`config.mk`:
```
export PLATFORM = sky130hd
export DESIGN_NAME = aq_mmu_utlb_arb_flat
export DESIGN_NICKNAME = d
export VERILOG_FILES = /design/src/rtl/aq_mmu_pkg.sv /design/src/rtl/aq_mmu_utlb_arb_if.sv /design/src/rtl/aq_mmu_rr_arb2.sv /design/src/rtl/aq_mmu_utlb_arb.sv /design/src/flat_wrapper.sv
export SDC_FILE = /design/constraint.sdc
export NUM_CORES = 1
export LEC_CHECK = 0
export ABC_CLOCK_PERIOD_IN_PS = 1800
export CAP_MARGIN = 15
export CORE_ASPECT_RATIO = 1.75
export CORE_MARGIN = 2
export CORE_UTILIZATION = 30
export CTS_BUF_LIST = sky130_fd_sc_hd__clkbuf_4 sky130_fd_sc_hd__clkbuf_8
export DETAILED_ROUTE_END_ITERATION = 8
export GPL_TIMING_DRIVEN = 0
export MAX_ROUTING_LAYER = met4
export PLACE_DENSITY = 0.66
export SKIP_CTS_REPAIR_TIMING = 1
export SKIP_LAST_GASP = 1
export SYNTH_ARGS = -nofsm -noshare
export SYNTH_HDL_FRONTEND = slang
export SYNTH_SLANG_ARGS = --single-unit
```
`constraint.sdc`:
```
create_clock -name mmu_top_clk -period 1.8 [get_ports mmu_top_clk]
set_input_delay 0.36 -clock mmu_top_clk [delete_from_list [all_inputs] [get_ports mmu_top_clk]]
set_output_delay 0.36 -clock mmu_top_clk [all_outputs]
set_load 0.1 [all_outputs]
```
`src/rtl/aq_mmu_pkg.sv`:
```
// Shared types and constants for the uTLB miss arbiter slice.
// Holds FSM encodings, requester IDs and the lookup/result record layouts.
package aq_mmu_pkg;

   localparam int VPN_W  = 28;
   localparam int ASID_W = 16;

   localparam logic SRC_I = 1'b0;
   localparam logic SRC_D = 1'b1;

   typedef enum logic [1:0] {
      ST_IDLE   = 2'b00,
      ST_GRANT  = 2'b01,
      ST_LOOKUP = 2'b10,
      ST_RESP   = 2'b11
   } arb_state_e;

   typedef struct packed {
      logic [VPN_W-1:0]  vpn;
      logic [ASID_W-1:0] asid;
      logic [1:0]        mode;
      logic              mach;
      logic              read;
   } lookup_t;

   typedef struct packed {
      logic pavld;
      logic pgflt;
      logic acc_err;
   } rsp_stat_t;

   localparam rsp_stat_t RSP_NONE = '{pavld: 1'b0, pgflt: 1'b0, acc_err: 1'b0};
   localparam rsp_stat_t RSP_TMO  = '{pavld: 1'b0, pgflt: 1'b0, acc_err: 1'b1};

   function automatic logic [1:0] src_onehot(input logic src);
      return src ? 2'b10 : 2'b01;
   endfunction

endpackage

```
`src/rtl/aq_mmu_utlb_arb_if.sv`:
```
// Miss/refill bundle between the two uTLBs, the arbiter and the JTLB/PTW engine.
// slave = arbiter view, master = uTLB/JTLB environment view.
interface aq_mmu_utlb_arb_if;
   import aq_mmu_pkg::*;

   logic              iutlb_arb_req;
   logic              iutlb_arb_cmplt;
   logic [VPN_W-1:0]  iutlb_arb_vpn;
   logic [ASID_W-1:0] iutlb_arb_asid;
   logic [1:0]        iutlb_arb_mode;
   logic              iutlb_arb_mach;

   logic              dutlb_arb_req;
   logic              dutlb_arb_cmplt;
   logic [VPN_W-1:0]  dutlb_arb_vpn;
   logic [ASID_W-1:0] dutlb_arb_asid;
   logic [1:0]        dutlb_arb_mode;
   logic              dutlb_arb_mach;
   logic              dutlb_arb_read;

   logic              arb_iutlb_grant;
   logic              arb_dutlb_grant;

   logic              arb_jtlb_req;
   logic [VPN_W-1:0]  arb_jtlb_vpn;
   logic [ASID_W-1:0] arb_jtlb_asid;
   logic [1:0]        arb_jtlb_mode;
   logic              arb_jtlb_mach;
   logic              arb_jtlb_read;
   logic              arb_jtlb_src;

   logic              jtlb_arb_rsp_vld;
   logic              jtlb_arb_pavld;
   logic              jtlb_arb_pgflt;
   logic              jtlb_arb_acc_err;

   logic              jtlb_iutlb_ref_cmplt;
   logic              jtlb_iutlb_ref_pavld;
   logic              jtlb_iutlb_pgflt;
   logic              jtlb_iutlb_acc_err;

   logic              jtlb_dutlb_ref_cmplt;
   logic              jtlb_dutlb_ref_pavld;
   logic              jtlb_dutlb_pgflt;
   logic              jtlb_dutlb_acc_err;

   logic [1:0]        arb_top_cur_st;

   modport slave (
      input  iutlb_arb_req, iutlb_arb_cmplt, iutlb_arb_vpn, iutlb_arb_asid,
             iutlb_arb_mode, iutlb_arb_mach,
      input  dutlb_arb_req, dutlb_arb_cmplt, dutlb_arb_vpn, dutlb_arb_asid,
             dutlb_arb_mode, dutlb_arb_mach, dutlb_arb_read,
      input  jtlb_arb_rsp_vld, jtlb_arb_pavld, jtlb_arb_pgflt, jtlb_arb_acc_err,
      output arb_iutlb_grant, arb_dutlb_grant,
      output arb_jtlb_req, arb_jtlb_vpn, arb_jtlb_asid, arb_jtlb_mode,
             arb_jtlb_mach, arb_jtlb_read, arb_jtlb_src,
      output jtlb_iutlb_ref_cmplt, jtlb_iutlb_ref_pavld, jtlb_iutlb_pgflt,
             jtlb_iutlb_acc_err,
      output jtlb_dutlb_ref_cmplt, jtlb_dutlb_ref_pavld, jtlb_dutlb_pgflt,
             jtlb_dutlb_acc_err,
      output arb_top_cur_st
   );

   modport master (
      output iutlb_arb_req, iutlb_arb_cmplt, iutlb_arb_vpn, iutlb_arb_asid,
             iutlb_arb_mode, iutlb_arb_mach,
      output dutlb_arb_req, dutlb_arb_cmplt, dutlb_arb_vpn, dutlb_arb_asid,
             dutlb_arb_mode, dutlb_arb_mach, dutlb_arb_read,
      output jtlb_arb_rsp_vld, jtlb_arb_pavld, jtlb_arb_pgflt, jtlb_arb_acc_err,
      input  arb_iutlb_grant, arb_dutlb_grant,
      input  arb_jtlb_req, arb_jtlb_vpn, arb_jtlb_asid, arb_jtlb_mode,
             arb_jtlb_mach, arb_jtlb_read, arb_jtlb_src,
      input  jtlb_iutlb_ref_cmplt, jtlb_iutlb_ref_pavld, jtlb_iutlb_pgflt,
             jtlb_iutlb_acc_err,
      input  jtlb_dutlb_ref_cmplt, jtlb_dutlb_ref_pavld, jtlb_dutlb_pgflt,
             jtlb_dutlb_acc_err,
      input  arb_top_cur_st
   );

endinterface

```
`src/rtl/aq_mmu_rr_arb2.sv`:
```
// Two-way round-robin selector: a lone requester wins, on a tie the side
// not served last wins. The pointer only moves when upd_en is pulsed.
module aq_mmu_rr_arb2
   import aq_mmu_pkg::*;
(
   input  logic       clk,
   input  logic       cpurst_b,
   input  logic [1:0] req,
   input  logic       upd_en,
   input  logic       upd_src,
   output logic [1:0] gnt
);

   logic       last_reg;
   logic       last_next;
   logic [1:0] fav_oh;

   always_comb begin
      last_next = last_reg;
      if (upd_en) begin
         last_next = upd_src;
      end
   end

   // Last-served starts at I so the first tie goes to D.
   always_ff @(posedge clk) begin
      if (!cpurst_b) begin
         last_reg <= SRC_I;
      end else begin
         last_reg <= last_next;
      end
   end

   assign fav_oh = src_onehot(~last_reg);

   genvar gi;
   generate
      for (gi = 0; gi < 2; gi++) begin : g_gnt
         assign gnt[gi] = req[gi] & (~req[1-gi] | fav_oh[gi]);
      end
   endgenerate

endmodule

```
`src/rtl/aq_mmu_utlb_arb.sv`:
```
// Arbitrates I/D uTLB misses onto the JTLB/PTW engine and steers the result
// back to the owning uTLB; a watchdog turns a hung lookup into acc_err.
module aq_mmu_utlb_arb
   import aq_mmu_pkg::*;
#(
   parameter int unsigned       TMO_W   = 8,
   parameter logic [TMO_W-1:0]  TMO_MAX = 8'd200
)(
   input logic               mmu_top_clk,
   input logic               cpurst_b,
   aq_mmu_utlb_arb_if.slave  bus
);

   arb_state_e        st_reg, st_next;
   logic              owner_reg, owner_next;
   logic [1:0]        grant_reg, grant_next;
   lookup_t           lkp_reg, lkp_next;
   rsp_stat_t         stat_reg, stat_next;
   logic              cmplt_reg, cmplt_next;
   logic              abandon_reg, abandon_next;
   logic [TMO_W-1:0]  wdog_reg, wdog_next;

   logic [1:0]        req_vec;
   logic [1:0]        rr_gnt;
   logic              rr_upd;
   logic              sel_src;
   logic              owner_req;
   logic              owner_cmplt;
   logic              wdog_tmo;
   logic [TMO_W-1:0]  wdog_inc;
   logic              jtlb_req;
   lookup_t           i_lkp, d_lkp;
   logic [1:0]        owner_oh;
   logic [1:0]        side_cmplt, side_pavld, side_pgflt, side_acc_err;

   assign req_vec     = {bus.dutlb_arb_req, bus.iutlb_arb_req};
   assign sel_src     = rr_gnt[SRC_D];
   assign owner_req   = owner_reg ? bus.dutlb_arb_req   : bus.iutlb_arb_req;
   assign owner_cmplt = owner_reg ? bus.dutlb_arb_cmplt : bus.iutlb_arb_cmplt;

   // Instruction fetch misses are always looked up as reads.
   assign i_lkp = '{vpn: bus.iutlb_arb_vpn, asid: bus.iutlb_arb_asid,
                    mode: bus.iutlb_arb_mode, mach: bus.iutlb_arb_mach,
                    read: 1'b1};
   assign d_lkp = '{vpn: bus.dutlb_arb_vpn, asid: bus.dutlb_arb_asid,
                    mode: bus.dutlb_arb_mode, mach: bus.dutlb_arb_mach,
                    read: bus.dutlb_arb_read};

   // Fires on the cycle the counter would reach TMO_MAX; the counter never wraps.
   assign wdog_tmo = (wdog_reg >= TMO_MAX - 1'b1);
   assign wdog_inc = (wdog_reg >= TMO_MAX) ? wdog_reg : wdog_reg + 1'b1;

   aq_mmu_rr_arb2 u_rr (
      .clk      (mmu_top_clk),
      .cpurst_b (cpurst_b),
      .req      (req_vec),
      .upd_en   (rr_upd),
      .upd_src  (owner_reg),
      .gnt      (rr_gnt)
   );

   always_comb begin
      st_next      = st_reg;
      owner_next   = owner_reg;
      grant_next   = grant_reg;
      lkp_next     = lkp_reg;
      stat_next    = stat_reg;
      cmplt_next   = 1'b0;
      abandon_next = abandon_reg;
      wdog_next    = wdog_reg;
      rr_upd       = 1'b0;
      jtlb_req     = 1'b0;

      case (st_reg)
         ST_IDLE: begin
            if (|req_vec) begin
               st_next    = ST_GRANT;
               owner_next = sel_src;
               grant_next = rr_gnt;
               lkp_next   = sel_src ? d_lkp : i_lkp;
            end
         end
         ST_GRANT: begin
            wdog_next    = '0;
            abandon_next = 1'b0;
            if (owner_req) begin
               jtlb_req = 1'b1;
               st_next  = ST_LOOKUP;
            end else begin
               st_next    = ST_IDLE;
               grant_next = '0;
               rr_upd     = 1'b1;
            end
         end
         ST_LOOKUP: begin
            wdog_next = wdog_inc;
            if (!owner_req) begin
               abandon_next = 1'b1;
            end
            // An abandoned lookup still has to drain before the engine is reused.
            if (bus.jtlb_arb_rsp_vld || wdog_tmo) begin
               if (abandon_reg || !owner_req) begin
                  st_next      = ST_IDLE;
                  grant_next   = '0;
                  abandon_next = 1'b0;
                  rr_upd       = 1'b1;
               end else begin
                  st_next    = ST_RESP;
                  cmplt_next = 1'b1;
                  if (bus.jtlb_arb_rsp_vld) begin
                     stat_next = '{pavld: bus.jtlb_arb_pavld,
                                   pgflt: bus.jtlb_arb_pgflt,
                                   acc_err: bus.jtlb_arb_acc_err};
                  end else begin
                     stat_next = RSP_TMO;
                  end
               end
            end
         end
         ST_RESP: begin
            if (owner_cmplt || !owner_req) begin
               st_next    = ST_IDLE;
               grant_next = '0;
               stat_next  = RSP_NONE;
               rr_upd     = 1'b1;
            end
         end
         default: begin
            st_next = ST_IDLE;
         end
      endcase
   end

   always_ff @(posedge mmu_top_clk) begin
      if (!cpurst_b) begin
         st_reg      <= ST_IDLE;
         owner_reg   <= SRC_I;
         grant_reg   <= '0;
         lkp_reg     <= '0;
         stat_reg    <= RSP_NONE;
         cmplt_reg   <= 1'b0;
         abandon_reg <= 1'b0;
         wdog_reg    <= '0;
      end else begin
         st_reg      <= st_next;
         owner_reg   <= owner_next;
         grant_reg   <= grant_next;
         lkp_reg     <= lkp_next;
         stat_reg    <= stat_next;
         cmplt_reg   <= cmplt_next;
         abandon_reg <= abandon_next;
         wdog_reg    <= wdog_next;
      end
   end

   assign owner_oh = src_onehot(owner_reg);

   genvar gi;
   generate
      for (gi = 0; gi < 2; gi++) begin : g_side
         assign side_cmplt[gi]   = cmplt_reg        & owner_oh[gi];
         assign side_pavld[gi]   = stat_reg.pavld   & owner_oh[gi];
         assign side_pgflt[gi]   = stat_reg.pgflt   & owner_oh[gi];
         assign side_acc_err[gi] = stat_reg.acc_err & owner_oh[gi];
      end
   endgenerate

   assign bus.arb_iutlb_grant      = grant_reg[SRC_I];
   assign bus.arb_dutlb_grant      = grant_reg[SRC_D];

   assign bus.arb_jtlb_req         = jtlb_req;
   assign bus.arb_jtlb_vpn         = lkp_reg.vpn;
   assign bus.arb_jtlb_asid        = lkp_reg.asid;
   assign bus.arb_jtlb_mode        = lkp_reg.mode;
   assign bus.arb_jtlb_mach        = lkp_reg.mach;
   assign bus.arb_jtlb_read        = lkp_reg.read;
   assign bus.arb_jtlb_src         = owner_reg;

   assign bus.jtlb_iutlb_ref_cmplt = side_cmplt[SRC_I];
   assign bus.jtlb_iutlb_ref_pavld = side_pavld[SRC_I];
   assign bus.jtlb_iutlb_pgflt     = side_pgflt[SRC_I];
   assign bus.jtlb_iutlb_acc_err   = side_acc_err[SRC_I];

   assign bus.jtlb_dutlb_ref_cmplt = side_cmplt[SRC_D];
   assign bus.jtlb_dutlb_ref_pavld = side_pavld[SRC_D];
   assign bus.jtlb_dutlb_pgflt     = side_pgflt[SRC_D];
   assign bus.jtlb_dutlb_acc_err   = side_acc_err[SRC_D];

   assign bus.arb_top_cur_st       = st_reg;

endmodule

```
`src/flat_wrapper.sv`:
```
// flat-port wrapper written by rule: the top's interface ports become plain ports
module aq_mmu_utlb_arb_flat import aq_mmu_pkg::*;
#(
   parameter int unsigned       TMO_W   = 8,
   parameter logic [TMO_W-1:0]  TMO_MAX = 8'd200
)
  (mmu_top_clk, cpurst_b, bus_iutlb_arb_req, bus_iutlb_arb_cmplt, bus_iutlb_arb_vpn, bus_iutlb_arb_asid, bus_iutlb_arb_mode, bus_iutlb_arb_mach, bus_dutlb_arb_req, bus_dutlb_arb_cmplt, bus_dutlb_arb_vpn, bus_dutlb_arb_asid, bus_dutlb_arb_mode, bus_dutlb_arb_mach, bus_dutlb_arb_read, bus_jtlb_arb_rsp_vld, bus_jtlb_arb_pavld, bus_jtlb_arb_pgflt, bus_jtlb_arb_acc_err, bus_arb_iutlb_grant, bus_arb_dutlb_grant, bus_arb_jtlb_req, bus_arb_jtlb_vpn, bus_arb_jtlb_asid, bus_arb_jtlb_mode, bus_arb_jtlb_mach, bus_arb_jtlb_read, bus_arb_jtlb_src, bus_jtlb_iutlb_ref_cmplt, bus_jtlb_iutlb_ref_pavld, bus_jtlb_iutlb_pgflt, bus_jtlb_iutlb_acc_err, bus_jtlb_dutlb_ref_cmplt, bus_jtlb_dutlb_ref_pavld, bus_jtlb_dutlb_pgflt, bus_jtlb_dutlb_acc_err, bus_arb_top_cur_st);
  aq_mmu_utlb_arb_if bus_i ();
  input logic mmu_top_clk;
  input logic cpurst_b;
  input wire logic [$bits(bus_i.iutlb_arb_req)-1:0] bus_iutlb_arb_req;
  input wire logic [$bits(bus_i.iutlb_arb_cmplt)-1:0] bus_iutlb_arb_cmplt;
  input wire logic [$bits(bus_i.iutlb_arb_vpn)-1:0] bus_iutlb_arb_vpn;
  input wire logic [$bits(bus_i.iutlb_arb_asid)-1:0] bus_iutlb_arb_asid;
  input wire logic [$bits(bus_i.iutlb_arb_mode)-1:0] bus_iutlb_arb_mode;
  input wire logic [$bits(bus_i.iutlb_arb_mach)-1:0] bus_iutlb_arb_mach;
  input wire logic [$bits(bus_i.dutlb_arb_req)-1:0] bus_dutlb_arb_req;
  input wire logic [$bits(bus_i.dutlb_arb_cmplt)-1:0] bus_dutlb_arb_cmplt;
  input wire logic [$bits(bus_i.dutlb_arb_vpn)-1:0] bus_dutlb_arb_vpn;
  input wire logic [$bits(bus_i.dutlb_arb_asid)-1:0] bus_dutlb_arb_asid;
  input wire logic [$bits(bus_i.dutlb_arb_mode)-1:0] bus_dutlb_arb_mode;
  input wire logic [$bits(bus_i.dutlb_arb_mach)-1:0] bus_dutlb_arb_mach;
  input wire logic [$bits(bus_i.dutlb_arb_read)-1:0] bus_dutlb_arb_read;
  input wire logic [$bits(bus_i.jtlb_arb_rsp_vld)-1:0] bus_jtlb_arb_rsp_vld;
  input wire logic [$bits(bus_i.jtlb_arb_pavld)-1:0] bus_jtlb_arb_pavld;
  input wire logic [$bits(bus_i.jtlb_arb_pgflt)-1:0] bus_jtlb_arb_pgflt;
  input wire logic [$bits(bus_i.jtlb_arb_acc_err)-1:0] bus_jtlb_arb_acc_err;
  output wire logic [$bits(bus_i.arb_iutlb_grant)-1:0] bus_arb_iutlb_grant;
  output wire logic [$bits(bus_i.arb_dutlb_grant)-1:0] bus_arb_dutlb_grant;
  output wire logic [$bits(bus_i.arb_jtlb_req)-1:0] bus_arb_jtlb_req;
  output wire logic [$bits(bus_i.arb_jtlb_vpn)-1:0] bus_arb_jtlb_vpn;
  output wire logic [$bits(bus_i.arb_jtlb_asid)-1:0] bus_arb_jtlb_asid;
  output wire logic [$bits(bus_i.arb_jtlb_mode)-1:0] bus_arb_jtlb_mode;
  output wire logic [$bits(bus_i.arb_jtlb_mach)-1:0] bus_arb_jtlb_mach;
  output wire logic [$bits(bus_i.arb_jtlb_read)-1:0] bus_arb_jtlb_read;
  output wire logic [$bits(bus_i.arb_jtlb_src)-1:0] bus_arb_jtlb_src;
  output wire logic [$bits(bus_i.jtlb_iutlb_ref_cmplt)-1:0] bus_jtlb_iutlb_ref_cmplt;
  output wire logic [$bits(bus_i.jtlb_iutlb_ref_pavld)-1:0] bus_jtlb_iutlb_ref_pavld;
  output wire logic [$bits(bus_i.jtlb_iutlb_pgflt)-1:0] bus_jtlb_iutlb_pgflt;
  output wire logic [$bits(bus_i.jtlb_iutlb_acc_err)-1:0] bus_jtlb_iutlb_acc_err;
  output wire logic [$bits(bus_i.jtlb_dutlb_ref_cmplt)-1:0] bus_jtlb_dutlb_ref_cmplt;
  output wire logic [$bits(bus_i.jtlb_dutlb_ref_pavld)-1:0] bus_jtlb_dutlb_ref_pavld;
  output wire logic [$bits(bus_i.jtlb_dutlb_pgflt)-1:0] bus_jtlb_dutlb_pgflt;
  output wire logic [$bits(bus_i.jtlb_dutlb_acc_err)-1:0] bus_jtlb_dutlb_acc_err;
  output wire logic [$bits(bus_i.arb_top_cur_st)-1:0] bus_arb_top_cur_st;
  assign bus_i.iutlb_arb_req = bus_iutlb_arb_req;
  assign bus_i.iutlb_arb_cmplt = bus_iutlb_arb_cmplt;
  assign bus_i.iutlb_arb_vpn = bus_iutlb_arb_vpn;
  assign bus_i.iutlb_arb_asid = bus_iutlb_arb_asid;
  assign bus_i.iutlb_arb_mode = bus_iutlb_arb_mode;
  assign bus_i.iutlb_arb_mach = bus_iutlb_arb_mach;
  assign bus_i.dutlb_arb_req = bus_dutlb_arb_req;
  assign bus_i.dutlb_arb_cmplt = bus_dutlb_arb_cmplt;
  assign bus_i.dutlb_arb_vpn = bus_dutlb_arb_vpn;
  assign bus_i.dutlb_arb_asid = bus_dutlb_arb_asid;
  assign bus_i.dutlb_arb_mode = bus_dutlb_arb_mode;
  assign bus_i.dutlb_arb_mach = bus_dutlb_arb_mach;
  assign bus_i.dutlb_arb_read = bus_dutlb_arb_read;
  assign bus_i.jtlb_arb_rsp_vld = bus_jtlb_arb_rsp_vld;
  assign bus_i.jtlb_arb_pavld = bus_jtlb_arb_pavld;
  assign bus_i.jtlb_arb_pgflt = bus_jtlb_arb_pgflt;
  assign bus_i.jtlb_arb_acc_err = bus_jtlb_arb_acc_err;
  assign bus_arb_iutlb_grant = bus_i.arb_iutlb_grant;
  assign bus_arb_dutlb_grant = bus_i.arb_dutlb_grant;
  assign bus_arb_jtlb_req = bus_i.arb_jtlb_req;
  assign bus_arb_jtlb_vpn = bus_i.arb_jtlb_vpn;
  assign bus_arb_jtlb_asid = bus_i.arb_jtlb_asid;
  assign bus_arb_jtlb_mode = bus_i.arb_jtlb_mode;
  assign bus_arb_jtlb_mach = bus_i.arb_jtlb_mach;
  assign bus_arb_jtlb_read = bus_i.arb_jtlb_read;
  assign bus_arb_jtlb_src = bus_i.arb_jtlb_src;
  assign bus_jtlb_iutlb_ref_cmplt = bus_i.jtlb_iutlb_ref_cmplt;
  assign bus_jtlb_iutlb_ref_pavld = bus_i.jtlb_iutlb_ref_pavld;
  assign bus_jtlb_iutlb_pgflt = bus_i.jtlb_iutlb_pgflt;
  assign bus_jtlb_iutlb_acc_err = bus_i.jtlb_iutlb_acc_err;
  assign bus_jtlb_dutlb_ref_cmplt = bus_i.jtlb_dutlb_ref_cmplt;
  assign bus_jtlb_dutlb_ref_pavld = bus_i.jtlb_dutlb_ref_pavld;
  assign bus_jtlb_dutlb_pgflt = bus_i.jtlb_dutlb_pgflt;
  assign bus_jtlb_dutlb_acc_err = bus_i.jtlb_dutlb_acc_err;
  assign bus_arb_top_cur_st = bus_i.arb_top_cur_st;
  aq_mmu_utlb_arb #(.TMO_W(TMO_W), .TMO_MAX(TMO_MAX)) u_core (.mmu_top_clk(mmu_top_clk), .cpurst_b(cpurst_b), .bus(bus_i));
endmodule
```
Yosys cells after proc, flatten, opt, wreduce, memory -nomap -nowiden
Cells that the tools add are included.
{"block": "classes", "bitwise_logic": 14, "reduce_logical": 14, "addsub": 1, "magnitude_cmp": 2, "n_eq_ne": 10, "n_mux": 35}
{"operator": "two-way mux 48 bit", "n": 1}
{"operator": "two-way mux 2 bit", "n": 11}
{"operator": "greater-or-equal comparator 8 bit (second input constant)", "n": 2}
{"operator": "one-hot mux 2 bit (4 select lines)", "n": 2}
{"operator": "one-hot mux 8 bit (2 select lines)", "n": 1}
{"operator": "two-way mux 1 bit", "n": 12}
{"operator": "two-way mux 3 bit", "n": 4}
{"operator": "AND 1 bit", "n": 10}
{"operator": "adder 8 x 1 -> 8 bit (second input constant)", "n": 1}
{"operator": "two-way mux 8 bit", "n": 1}
{"operator": "!= test 2 x 1 -> 1 bit (second input constant)", "n": 4}
{"operator": "!= test 2 bit (second input constant)", "n": 3}
{"operator": "one-hot mux 3 bit (2 select lines)", "n": 1}
{"operator": "AND reduction 3 bit", "n": 2}
{"operator": "AND reduction 5 bit", "n": 1}
{"operator": "== test 2 bit (second input constant)", "n": 2}
{"operator": "AND reduction 2 bit", "n": 2}
{"operator": "AND reduction 4 bit", "n": 1}
{"operator": "nonzero test 2 bit", "n": 2}
{"operator": "logical OR 1 bit", "n": 3}
{"operator": "one-hot mux 1 bit (3 select lines)", "n": 1}
{"operator": "== test 2 x 1 -> 1 bit (second input constant)", "n": 1}
{"operator": "zero test 2 bit", "n": 1}
{"operator": "NOT 1 bit", "n": 2}
{"operator": "other kinds (4)", "n": 5}
{"block": "word_totals", "reg_bits": 67, "out_inout_bits": 62, "wordCells": 91, "in_bits": 105}

Longest topological paths before layout
Gate-level depths: netlist of the first run.
{"block": "logic_depth", "ltp_word": 6, "ltp_mapped": 8, "depth_no_buf": 6}

Cells and area by module
Synthesis of the first run repeated with hierarchy kept, for this count alone.
{"block": "unflattened", "cells_unflattened": 354, "area_unflattened_um2": 3265.6}
{"mod": "aq_mmu_utlb_arb", "seq_area_each_um2": 1321.3, "area_per_inst_um2": 3210.6, "instances": 1, "cells_each": 348}
{"mod": "aq_mmu_rr_arb2", "seq_area_each_um2": 20.0, "area_per_inst_um2": 55.1, "instances": 1, "cells_each": 6}

Worst setup path before layout of the first run
Ideal clock, no wire load.
{"block": "synth_timing", "kind": "register to output", "from": "reg u_core.owner_reg, in the netlist u_core.bus.arb_jtlb_src", "to": "out bus_arb_jtlb_req", "required_ns": 1.440, "t_arrival_ns": 2.660, "path_stages_with_launch": 3, "path_slack_ns": -1.220, "path_cell_list": "dfxtp_1 mux2i_1 nor2_1"}
{"block": "synth_between", "elab_chain_cells": 3}
{"element": "start, declared", "line": "aq_mmu_utlb_arb.sv:15", "source": "logic owner_reg, owner_next;"}
{"element": "start signal, assigned", "line": "aq_mmu_utlb_arb.sv:146", "source": "owner_reg <= owner_next;"}
{"element": "two-way mux 1 bit", "line": "aq_mmu_utlb_arb.sv:38", "source": "assign owner_req = owner_reg ? bus.dutlb_arb_req : bus.iutlb_arb_req;"}
{"element": "two-way mux 1 bit", "line": "aq_mmu_utlb_arb.sv:86", "source": "if (owner_req) begin"}
{"element": "two-way mux 1 bit", "line": "aq_mmu_utlb_arb.sv:74", "source": "case (st_reg)"}
{"element": "end, declared", "line": "flat_wrapper.sv:30", "source": "output wire logic [$bits(bus_i.arb_jtlb_req)-1:0] bus_arb_jtlb_req;"}
Every way passes these cells.

Worst setup path after layout of the first run
{"block": "layout_timing", "from": "reg u_core.st_reg[1], in the netlist u_core.bus.arb_top_cur_st[1]", "to": "out bus_arb_top_cur_st[1]"}
{"element": "start, declared", "line": "aq_mmu_utlb_arb.sv:14", "source": "arb_state_e st_reg, st_next;"}
{"element": "start signal, assigned", "line": "aq_mmu_utlb_arb.sv:145", "source": "st_reg <= st_next;"}
{"element": "end, declared", "line": "flat_wrapper.sv:45", "source": "output wire logic [$bits(bus_i.arb_top_cur_st)-1:0] bus_arb_top_cur_st;"}
No word-level cell between the ends.

==> metrics.csv, run 1 <==
metric;value;unit
status;complete, but fails checks;
failing checks;negative setup slack;
number of flip-flops under the largest register name;28;
Max FO, Critical Path;4;
Longest Clk Path Bufs;2;
WP data required;1.44;ns
Max Clock Freq;0.545;GHz
Post-synth EDFFs;0;
commonest non-fill, non-tap cell in the layout;clkdlybuf4s50_1;
number of synthesized register bits;67;
Synth Cell Area;3200;µm²
die area;11600;µm²
Initial Util;30.9;%
Mapped Cells;345;
switch share;44.0;%
Critical path buffers and inverters;1;
Setup crit end kind;output pin;
Cell Chain, Critical Path;dlymetal6s2s_1;
Slew @ Worst Pin;0.981;ns
post-DR vias/cell;4.84;
Die W;82.1;µm
root buffer selected by CTS;clkbuf_8;
Detail Route Antenna Nets;0;
initial DRC count;132;
fin. max-slew vios;0;
gpl congestion;0.905;
PwrDens;983;nW/µm²
Residual DRC;0;
first-pass GRT wire length;15700;µm
maximum VDD drop;0.605;mV
htree depth;3;
Nets;632;
Placed Instances;637;
net count after synthesis;456;
initial antenna violation count;0;
# Max-Cap Violations;0;
Syn Area/Cell;9.28;µm²
Worst Hold Class;input port to flip-flop;
total power;0.00504;W
worst skew pair latency;0.35;ns
RSZ-0062 raised after global routing;yes;
Worst Setup SP;u_core.bus.arb_top_cur_st[1]$_SDFFE_PN0P_;
Seq/Total Area, Yosys;41.9;%
share of layout cells above drive strength 1;24.7;%
Hold Violations, Final;0;
drt pass-1 iters;4;
Clock power frac;24.6;%
reg2reg end;u_core.u_rr.last_reg$_SDFFE_PN0P_;
WL/cell;15.5;µm
net switching power;0.00222;W
crit path to;bus_arb_top_cur_st[1];
Worst slew margin;34.5;%
combinational share of power;41.4;%
min Tclk post-route;1.84;ns
final worst slack;-0.0362;ns
WS Path Type;flip-flop to output pin;
row cnt;49;
Flop pwr share;34.0;%
CTS sink count;67;
Ys Warns;0;
io pins;167;
leak pwr;2.21;nW
via count;3159;
Pint;0.00282;W
CTS Buf Count;9;
Largest stage delay, worst path;0.75;ns
GR Overflow Total;0;
fill count;1042;
Clk pin slew, worst setup/hold paths;0.08;ns
Levels on crit path;1;
I/O Buffers;165;
setup violators final;1;
core area;10400;µm²
Crit path max-delay family;buffers and inverters;
largest net degree at the start of global routing;13;
DP Wirelength;8030;µm
diode count;0;
R2R depth;5;
vias in the first global route;3239;
Worst setup SP type;flip-flop;
DIE HEIGHT;141;µm
final wirelength;10100;µm
ys flop type;dfxtp_1;
setup skew after layout;0.00618;ns
most frequent cells in the layout;clkdlybuf4s50_1 (101), dfxtp_1 (64), nor2_1 (55), clkbuf_2 (55), mux2i_1 (52);
fin util;49.5;%
post-synth cell types;38;
area delta synth->final;60.3;%
Reg-to-Reg Start;u_core.wdog_reg[1]$_SDFFE_PN0P_;
final non-filler cell total;653;
fraction of registers with async set/reset;0;%
Arrival @ worst endpoint;1.48;ns
Worst R2R Setup Slack;0.15;ns
Final period util;102;%
gr usage total;18.2;%
CTS tree;built;
Worst path slowest cell;dlymetal6s2s_1;
## Yosys cell counts, types with 3 or more instances
cell type | instances | area, µm²
dfxtp_1 | 67 | 1340
a21oi_1 | 7 | 35.0
ha_1 | 6 | 75.1
nor2b_1 | 8 | 50.1
o2111ai_1 | 3 | 26.3
buf_2 | 8 | 40.0
a211oi_1 | 49 | 368
nand2_1 | 13 | 48.8
inv_1 | 8 | 30.0
nand4_1 | 3 | 18.8
and2_1 | 7 | 43.8
xor2_1 | 5 | 43.8
nand3_1 | 9 | 45.0
nand2b_1 | 4 | 25.0
mux2i_1 | 54 | 541
clkbuf_1 | 16 | 60.1
nor2_1 | 56 | 210
## metrics by stage
stage          instance area, µm²  TNS, ns  worst slack [ns]  hold slack, ns
5_1_grt                      5130   -0.150           -0.0770           0.462
6_report                     5130  -0.0362           -0.0362           0.441
2_1_floorplan                3240    -1.50            -0.162           0.442
3_5_place_dp                 5050   -25.90             -1.02           0.455
4_1_cts                      5240   -34.58             -1.09           0.423
3_3_place_gp                 5050   -23.88             -1.02           0.453
## layout make-up
cell class                      instances  area [µm²]  share of cell area [%]
Inverter                                9        33.8                   0.658
Clock inverter                          7        68.8                    1.34
Buffer                                 25         158                    3.07
Multi-Input combinational cell        243        1830                    35.7
Tap cell                              127         159                    3.10
Timing Repair Buffer                  166        1410                    27.4
Sequential cell                        67        1350                    26.3
Clock buffer                            9         124                    2.41
## power by group through the flow
stage	Combinational [W]	Sequential, W	Clock (W)
2_1_floorplan	0.000465	0.00278	0
3_3_place_gp	0.00214	0.00174	0
3_5_place_dp	0.00216	0.00175	0
4_1_cts	0.00216	0.00172	0.00128
5_1_grt	0.00219	0.00173	0.00135
6_report	0.00209	0.00172	0.00124
## kinds of logic after synthesis
family          after synthesis  synth area share, %
simple gates                106                 15.3
compound gates               72                 17.5
fa+ha+maj                     6                 2.34
flops                        67                 41.9
mux                          54                 16.9
xor+xnor                      5                 1.37
buf+inv                      35                 4.77
## metal layers
metal | vias to the layer above | global-route usage (%) | part of all wire, % | wire length, µm
met5 | - | - | 0 | 0
met4 | 0 | 7.37 | 1.7 | 174
met3 | 14 | 3.39 | 5.1 | 521
met2 | 106 | 33.3 | 57 | 5790
met1 | 1453 | 18.3 | 36 | 3640
li1 | 1586 | - | - | -
## how the worst min path moves through the flow
| stage | startpoint | endpoint | slack [ns] | cells past startpoint |
|---|---|---|---|---|
| 2_1_floorplan | u_core.stat_reg[0]$_SDFFE_PN0P_ | u_core.stat_reg[0]$_SDFFE_PN0P_ | 0.44 | 2 |
| 3_3_place_gp | u_core.stat_reg[0]$_SDFFE_PN0P_ | u_core.stat_reg[0]$_SDFFE_PN0P_ | 0.45 | 2 |
| 3_5_place_dp | u_core.grant_reg[0]$_SDFFE_PN0P_ | u_core.grant_reg[0]$_SDFFE_PN0P_ | 0.45 | 2 |
| 4_1_cts | cpurst_b | u_core.stat_reg[2]$_SDFFE_PN0P_ | 0.42 | 3 |
| 5_1_grt | cpurst_b | u_core.stat_reg[2]$_SDFFE_PN0P_ | 0.46 | 3 |
| 6_report | cpurst_b | u_core.stat_reg[2]$_SDFFE_PN0P_ | 0.44 | 3 |
No activity file was read; power rests on OpenSTA's default activity.
==> run 2: changes to the inputs <==
Settings changed: GPL_TIMING_DRIVEN 0 to not set, REMOVE_ABC_BUFFERS set to 1.
==> metrics.csv, run 2 (same netlist as run 1, synthesis figures left out) <==
metric;value;unit
combinational share of power;46.0;%
row cnt;49;
via count;3221;
CTS tree;built;
Hold Violations, Final;0;
Longest Clk Path Bufs;2;
Arrival @ worst endpoint;1.45;ns
core area;10400;µm²
number of flip-flops under the largest register name;28;
Pint;0.00326;W
Setup crit end kind;output pin;
maximum VDD drop;0.521;mV
GR Overflow Total;0;
largest net degree at the start of global routing;66;
vias in the first global route;3232;
Met1 Routed Length;3400;µm
net switching power;0.00221;W
final wirelength;9630;µm
Slew @ Worst Pin;0.459;ns
Die W;82.1;µm
gpl congestion;0.964;
final worst slack;-0.0112;ns
status;complete, but fails checks;
Hold Crit Start;u_core.stat_reg[0]$_SDFFE_PN0P_;
Clk pin slew, worst setup/hold paths;0.07;ns
met2 WL;5410;µm
CTS sink count;67;
Reg-to-Reg Start;u_core.bus.arb_top_cur_st[1]$_SDFFE_PN0P_;
reg2reg end;u_core.stat_reg[2]$_SDFFE_PN0P_;
area delta synth->final;88.8;%
Placed Instances;642;
PwrDens;904;nW/µm²
diode count;0;
failing checks;negative setup slack;
die area;11600;µm²
WL/cell;14.7;µm
Worst R2R Setup Slack;0.10;ns
Final period util;101;%
Worst Hold Class;flip-flop to flip-flop;
gr usage total;18.0;%
routed wl met3;550;µm
fill count;877;
total power;0.00547;W
Hold Path Depth;2;
I/O Buffers;166;
Detail Route Antenna Nets;0;
initial DRC count;145;
fin. max-slew vios;0;
initial antenna violation count;0;
first-pass GRT wire length;15500;µm
DP Wirelength;7760;µm
post-DR vias/cell;4.90;
Top Metal Used;met4;
fin util;58.4;%
Worst slew margin;69.3;%
Clock power frac;21.3;%
RSZ-0062 raised after global routing;yes;
Flop pwr share;32.7;%
min Tclk post-route;1.81;ns
# Max-Cap Violations;0;
CTS Buf Count;9;
WS Path Type;input port to output pin;
switch share;40.4;%
setup violators final;1;
htree depth;3;
root buffer selected by CTS;clkbuf_8;
DIE HEIGHT;141;µm
WP data required;1.44;ns
final non-filler cell total;657;
share of layout cells above drive strength 1;22.6;%
Worst setup SP type;input port;
Max Clock Freq;0.552;GHz
R2R depth;5;
Residual DRC;0;
Nets;637;
Initial Util;30.9;%
most frequent cells in the layout;clkdlybuf4s50_1 (104), buf_12 (67), dfxtp_1 (66);
commonest non-fill, non-tap cell in the layout;clkdlybuf4s50_1;
io pins;167;
leak pwr;2.50;nW
Worst Hold Endpoint;u_core.stat_reg[0]$_SDFFE_PN0P_;
worst skew pair latency;0.34;ns
drt pass-1 iters;4;
Max FO, Critical Path;6;
setup TNS;-0.0112;ns
setup skew after layout;0.00853;ns
run 2: layout make-up:
class | instances | area (µm²) | share of cell area, %
Clock buffer | 13 | 173 | 2.86
Tap cell | 127 | 159 | 2.63
Timing Repair Buffer | 196 | 2570 | 42.5
Multi-Input combinational cell | 243 | 1760 | 29.1
Inverter | 9 | 33.8 | 0.559
Clock inverter | 2 | 10.0 | 0.166
Sequential cell | 67 | 1340 | 22.2
run 2: metrics by stage:
stage	worst slack [ns]	hold slack [ns]	area [µm²]
detailed placement	-0.178	0.467	5830
finish	-0.0112	0.472	6050
global placement	-0.146	0.455	5830
global route	-0.0916	0.515	6050
CTS	-0.166	0.477	6010
floorplan	-3.13	0.442	3080
run 2: worst max-delay path by stage:
stage / start / endpoint / slack [ns] / cells after the start
2_1_floorplan: u_core.bus.arb_top_cur_st[1]$_SDFFE_PN0P_ / u_core.bus.arb_jtlb_read$_SDFFE_PN0P_ / -3.13 / 4
3_3_place_gp: bus_iutlb_arb_req / u_core.bus.arb_top_cur_st[1]$_SDFFE_PN0P_ / -0.15 / 5
3_5_place_dp: bus_iutlb_arb_req / u_core.bus.arb_jtlb_vpn[2]$_SDFFE_PN0P_ / -0.18 / 7
4_1_cts: u_core.bus.arb_top_cur_st[1]$_SDFFE_PN0P_ / bus_arb_jtlb_req / -0.17 / 5
5_1_grt: u_core.bus.arb_top_cur_st[1]$_SDFFE_PN0P_ / bus_arb_jtlb_req / -0.09 / 5
6_report: bus_dutlb_arb_req / bus_arb_jtlb_req / -0.01 / 5
run 2: power by group through the flow:
stage	Clock, W	Combinational [W]	Sequential [W]
after floorplan	0	0.000453	0.00278
after global placement	0	0.00250	0.00182
after detailed placement	0	0.00252	0.00182
after CTS	0.00120	0.00253	0.00179
after global routing	0.00127	0.00262	0.00181
final	0.00116	0.00252	0.00179
run 2: critical path, stage by stage:
cell	delay, ns
clkdlybuf4s50_1	0.52
mux2i_1	0.10
buf_4	0.16
nor2_2	0.12
buf_12	0.19
run 2: routing by layer:
metal | up-vias | track usage, %
met1 | 1464 | 18.3
met5 | - | -
met2 | 136 | 32.3
met3 | 20 | 4.10
li1 | 1601 | -
met4 | 0 | 7.19
